===== config.mk =====
export PLATFORM = sky130hd
export DESIGN_NAME = dac_spi_driver
export DESIGN_NICKNAME = d
export VERILOG_FILES = /design/src/rtl/dac_spi_driver.sv
export SDC_FILE = /design/constraint.sdc
export NUM_CORES = 1
export LEC_CHECK = 0
export ABC_AREA = 0
export CORE_ASPECT_RATIO = 0.5
export CORE_MARGIN = 2
export CORE_UTILIZATION = 40
export CTS_BUF_LIST = sky130_fd_sc_hd__clkbuf_16
export DETAILED_ROUTE_END_ITERATION = 8
export PLACE_DENSITY = 0.65
export SLEW_MARGIN = 20
export SYNTH_ARGS = -nofsm -noshare
export SYNTH_HDL_FRONTEND = slang
export SYNTH_SLANG_ARGS = --single-unit

===== constraint.sdc =====
create_clock -name CLOCK_50 -period 3.8 [get_ports CLOCK_50]
set_input_delay 1.14 -clock CLOCK_50 [delete_from_list [all_inputs] [get_ports CLOCK_50]]
set_output_delay 1.14 -clock CLOCK_50 [all_outputs]
set_load 0.01 [all_outputs]

===== src/rtl/dac_spi_driver.sv =====
// Serial output stage for the horn audio path: samples DACin on a fixed grid and shifts each
// sample to an MCP4901-class DAC as a 16-bit SPI frame, followed by an LDAC strobe.
module dac_spi_driver #(
   parameter int unsigned CLK_DIV    = 4,
   parameter int unsigned SAMPLE_DIV = 1250
) (
   input  logic       CLOCK_50,
   input  logic       reset,
   input  logic [7:0] DACin,
   output logic       dacCS_n,
   output logic       dacSCLK,
   output logic       dacSDI,
   output logic       dacLDAC_n,
   output logic       busy,
   output logic       overrun
);

   localparam int unsigned SampW = (SAMPLE_DIV > 1) ? $clog2(SAMPLE_DIV) : 1;
   localparam int unsigned PhW   = (CLK_DIV > 1) ? $clog2(CLK_DIV) : 1;

   if (CLK_DIV < 1) begin : genBadClkDiv
      $error("CLK_DIV must be at least 1");
   end

   typedef enum logic [2:0] {
      StIdle,
      StShiftLo,
      StShiftHi,
      StCsHold,
      StLatch
   } state_t;

   state_t           state;
   logic [SampW-1:0] sampCnt;
   logic [PhW-1:0]   phase;
   logic [3:0]       bitCnt;
   logic [14:0]      shReg;
   logic             tick;
   logic             phaseEnd;
   logic [15:0]      frameWord;

   // Config nibble: channel A, unbuffered, gain 1x, output active.
   assign frameWord = {4'b0011, DACin, 4'b0000};
   assign tick      = (sampCnt == SampW'(SAMPLE_DIV - 1));
   assign phaseEnd  = (phase == PhW'(CLK_DIV - 1));

   // Free-running sample grid, independent of the frame state.
   always_ff @(posedge CLOCK_50 or posedge reset) begin
      if (reset) begin
         sampCnt <= '0;
      end else if (tick) begin
         sampCnt <= '0;
      end else begin
         sampCnt <= sampCnt + 1'b1;
      end
   end

   always_ff @(posedge CLOCK_50 or posedge reset) begin
      if (reset) begin
         state     <= StIdle;
         phase     <= '0;
         bitCnt    <= '0;
         shReg     <= '0;
         dacCS_n   <= 1'b1;
         dacSCLK   <= 1'b0;
         dacSDI    <= 1'b0;
         dacLDAC_n <= 1'b1;
         busy      <= 1'b0;
         overrun   <= 1'b0;
      end else begin
         // A tick on the LATCH exit edge still counts as busy and is dropped.
         overrun <= tick && (state != StIdle);
         unique case (state)
            StIdle: begin
               if (tick) begin
                  shReg   <= frameWord[14:0];
                  bitCnt  <= 4'd15;
                  phase   <= '0;
                  dacCS_n <= 1'b0;
                  dacSDI  <= frameWord[15];
                  busy    <= 1'b1;
                  state   <= StShiftLo;
               end
            end
            StShiftLo: begin
               if (phaseEnd) begin
                  phase   <= '0;
                  dacSCLK <= 1'b1;
                  state   <= StShiftHi;
               end else begin
                  phase <= phase + 1'b1;
               end
            end
            StShiftHi: begin
               if (phaseEnd) begin
                  phase   <= '0;
                  dacSCLK <= 1'b0;
                  if (bitCnt != 4'd0) begin
                     bitCnt <= bitCnt - 4'd1;
                     dacSDI <= shReg[14];
                     shReg  <= {shReg[13:0], 1'b0};
                     state  <= StShiftLo;
                  end else begin
                     dacCS_n <= 1'b1;
                     dacSDI  <= 1'b0;
                     state   <= StCsHold;
                  end
               end else begin
                  phase <= phase + 1'b1;
               end
            end
            StCsHold: begin
               if (phaseEnd) begin
                  phase     <= '0;
                  dacLDAC_n <= 1'b0;
                  state     <= StLatch;
               end else begin
                  phase <= phase + 1'b1;
               end
            end
            StLatch: begin
               if (phaseEnd) begin
                  phase     <= '0;
                  dacLDAC_n <= 1'b1;
                  busy      <= 1'b0;
                  state     <= StIdle;
               end else begin
                  phase <= phase + 1'b1;
               end
            end
            default: begin
               state <= StIdle;
            end
         endcase
      end
   end

endmodule


Yosys cells after proc, flatten, opt, wreduce, memory -nomap -nowiden

Cells that the tools add are included.

Flip-flop bits (word level): 41
Output and inout bits: 6
Bits of input ports: 10
Word-level logic and storage cells: 77

Reduce and logical (&&, ||, !) cells: 18
Muxes and demuxes: 32
Equality and inequality tests: 13
$add $sub $neg: 3

Operators with widths:

| operator                                          | number |
|---|---|
| 2-to-1 mux 15 bit                                 | 3 |
| case mux 15 bit (2 select lines)                  | 1 |
| 2-to-1 mux 3 bit                                  | 5 |
| case mux 3 bit (5 select lines)                   | 1 |
| != test 2 bit (second input constant)             | 7 |
| 2-to-1 mux 4 bit                                  | 3 |
| AND reduction 3 bit                               | 4 |
| adder 11 x 1 -> 11 bit (second input constant)    | 1 |
| == test 11 bit (second input constant)            | 1 |
| 2-to-1 mux 11 bit                                 | 1 |
| case mux 1 bit (2 select lines)                   | 5 |
| nonzero test 2 bit                                | 5 |
| 2-to-1 mux 1 bit                                  | 8 |
| case mux 4 bit (2 select lines)                   | 1 |
| AND reduction 4 bit                               | 2 |
| == test 3 x 2 -> 1 bit (second input constant)    | 2 |
| 2-to-1 mux 2 bit                                  | 3 |
| AND reduction 5 bit                               | 1 |
| case mux 2 bit (2 select lines)                   | 1 |
| nonzero test 4 bit                                | 1 |
| OR reduction 4 bit                                | 1 |
| subtractor 4 x 1 -> 4 bit (second input constant) | 1 |
| == test 3 x 1 -> 1 bit (second input constant)    | 1 |
| == test 3 bit (second input constant)             | 1 |
| 6 further kinds                                   | 6 |

Depth between registers and ports, before layout

Word-level depth: 4
Mapped depth: 7
Gate-level depth less buffers: 6

Least setup slack after synthesis

Ideal clock, no wire load.

Kind: register -> register
Start: register bitCnt[0]
End: register shReg[10]
Setup slack: 1.925 ns
Cell stages (with the launch flop): 8
Data required time: 3.675 ns
Buffers on the path: 1
Arrival time: 1.750 ns
Clock period less this slack: 1.875 ns
Library setup time: 0.125 ns
Path through: dfrtp_1 inv_1 ha_1 nor3b_1 nor2_1 o21ai_2 buf_6 mux2_4

Word-level cells in the longest chain between the ends: 3

Ends and longest elaborated chain:

| what                          | line | source |
|---|---|---|
| from (decl)                   | 36   | `logic [3:0] bitCnt;` |
| from (signal assigned)        | 99   | `bitCnt <= bitCnt - 4'd1;` |
| nonzero test 4 bit            | 98   | `if (bitCnt != 4'd0) begin` |
| != test 2 bit (no line)       | -    |  |
| AND reduction 4 bit (no line) | -    |  |
| to (signal assigned)          | 76   | `shReg <= frameWord[14:0];` |
| to (signal assigned)          | 101  | `shReg <= {shReg[13:0], 1'b0};` |
| to (decl)                     | 37   | `logic [14:0] shReg;` |

No other way between the ends.
A chain may end at the register's enable or synchronous reset.

Worst setup path after layout

Start: register dacCS_n
End: output dacCS_n

RTL lines:

| what                   | line | source |
|---|---|---|
| from (decl)            | 10   | `output logic dacCS_n,` |
| from (signal assigned) | 64   | `dacCS_n <= 1'b1;` |
| from (signal assigned) | 79   | `dacCS_n <= 1'b0;` |
| from (signal assigned) | 104  | `dacCS_n <= 1'b1;` |

No word-level cell between the ends.

==> out/metrics.yaml <==
outcome: "finished, final reports clean"
post-route-min-period_ns: 2.495
path_cells: "clkdlybuf4s50_1"
yosysTopAreaCellShare_pct: 45.81
p_leak_nw: 0.9580
syn_nets: 187
drive_above_1_share_pct: 18.85
cts_made_buffers: 5
syn_area_per_cell_um2: 11.05
synth_seq_cells: 37
hold-worst-slack_ns: 0.4938
hold_viol_final: 0
fp.dieH_um: 52.89
seq_area_frac_synth_pct: 48.56
crit_arrival_ns: 1.35
holdBufCountCts: 0
cts_tree: "yes"
grt_usage_pct: 14.09
grt_pass1_wl_um: 5678
cp-end-kind: "primary output"
hpwl_um: 2200
post_cts_resized: 0
relSlewSlack_pct: 42.32
viasPerCell: 4.981
worstHoldPathType: "flip-flop to flip-flop"
dieArea_um2: 5382
cts.clk_slew.worst_paths_ns: 0.05
fill_cells: 408
portBuffers: 15
routabilityCongestion: 0.7343
cts_setup_buffers: 0
initialDrtViolationCount: 46
cp_slowest_cell: "dfstp_2"
grt_pass1_vias: 1210
worst-setup-path-type: "flip-flop to primary output"
final_nets: 204
clock_sinks: 37
cp_slowest_stage_delay_ns: 0.54
syn2layout_area_growth_pct: 16.82
power.total_mw: 0.8090
start_util_pct: 42.60
final.setup.tns_ns: 0
synth-main-ff-cell: "dfrtp_1"
grt_max_degree: 38
syn_area_um2: 1912
drtPass1Iterations: 4
rsz0062_at_grt: "false"
ys_types: 43
drc_errors: 0
max_freq_mhz: 400.8
wl_um: 3253
path_delay_family: "flip-flops"
worstMarginPinSlew_ns: 0.8652
n_antenna_cell: 0
design_area_um2: 2233
clockBufferDepth: 2
path_max_fanout: 3
synthTopCellsByArea: "dfrtp_1, mux2_2, mux2_4"
ioPinCount: 16
wl_per_cell_um: 12.66
placed_area_um2: 2097
setup_viol: 0
core-area_um2: 4488
vias: 1280
worstSkewPairLatency_ns: 0.27
yosysTopAreaCell: "dfrtp_1"
antenna_found_initial: 0
drv_slew: 0
critPathRequiredTime_ns: 2.66
async_flop_share_pct: 100.0
synth_edf_count: 0
rows: 17
grt.overflow.total: 0
ir_drop_v: 0.0002076
die_w_um: 101.8
htreeDepth: 2
p_per_area_nw_per_um2: 362.2
skew_ns: 0.003737
crit_buf_inv: 1
drt.antenna.violating_nets: 0
max_cap_violations: 0
critPathLaunchType: "flip-flop"
clockRootBuffer: "clkbuf_16"
yosysWarnings: 0
post-route-period-util_pct: 65.66
postSynthCellCount: 173
[where the power goes]
part	switching [mW]	internal, mW
Clock	0.145	0.236
Sequential	0.00212	0.399
Combinational	0.0108	0.0171
[registers in the layout, summed over array words and instances (netlist names)]
register and count:
sampCnt 11, shReg 11, bitCnt 4, state 3, phase 2, busy 1, dacCS_n 1, dacLDAC_n 1
dacSCLK 1, dacSDI 1, overrun 1
[layer usage]
metal  vias up  GRT usage, %  wire length, um
li1        649             -                -
met5         -             0                0
met4         0         4.730               19
met1       600         19.53             1705
met2        29         20.94             1409
met3         2         4.359              119
[layout by cell type, fill, tap and decap left out, drive strengths merged, types with 2 or more instances in the layout]
cell,count
dfrtp,35
mux2,18
clkdlybuf4s50,15
nand2,14
nor2,13
inv,10
a21oi,10
o21ai,9
nor3,6
clkbuf,5
nand4,4
nand3,4
xor2,4
xnor2,4
ha,4
and3,3
nand3b,3
nor3b,2
nand2b,2
or3,2
a21boi,2
a22oi,2
dfstp,2
buf,2
[synth_stat cells (2+ instances only)]
cell / n
dfstp_2: 2
nand3b_1: 3
or3_1: 2
nor2_1: 12
ha_1: 4
xnor2_1: 4
a22oi_1: 2
a21oi_1: 10
nand2b_1: 2
clkbuf_1: 2
mux2_4: 7
o21ai_0: 8
mux2_2: 11
nor3_1: 6
buf_6: 3
and3_1: 3
dfrtp_1: 35
nand4_1: 4
a21boi_0: 2
nand2_1: 14
xor2_1: 4
inv_1: 8
nand3_1: 4
nor3b_1: 2
[path summary, 6_finish.rpt]
path,startpoint,cells past startpoint,slack (ns),to
worst max-delay path,dacCS_n,1,1.31,dacCS_n
worst min register to register,sampCnt[9],1,0.49,sampCnt[9]
min in group asynchronous,reset,3,1.28,sampCnt[0]
worst max register to register,bitCnt[0],6,1.40,shReg[13]
worst min-delay path,sampCnt[9],1,0.49,sampCnt[9]
max in group asynchronous,reset,3,2.17,dacCS_n
[cells by family after synthesis]
family,synth area share (%)
AOI/OAI and AO/OA,10.01
DFF,48.56
xor gates and xnor gates,3.665
adders and majority gates,2.618
and+or+nand+nor,17.80
buffers and inverters,4.843
muxes,12.50
[layout make-up]
class                      instances  area [um2]  share of cell area, %
sequential                        37       928.4                  41.57
multi-input combinational        121       890.9                  39.89
timing repair buffer              17       165.2                  7.395
clock buffer                       5       125.1                  5.602
tap                               66       82.58                  3.697
inverter                           8       30.03                  1.345
clock inverter                     3       11.26                 0.5042
[per-stage QoR]
| stage | std cells | utilization, % | worst slack [ns] |
|---|---|---|---|
| 2_1_floorplan | 173 | - | 1.831 |
| 3_3_place_gp | 249 | 46.72 | 1.455 |
| 3_5_place_dp | 249 | 46.72 | 1.437 |
| 4_1_cts | 257 | 49.76 | 1.290 |
| 5_1_grt | 257 | 49.76 | 1.228 |
| 6_report | 257 | 49.76 | 1.305 |
Note: power is estimated with default switching activity, not from simulation.
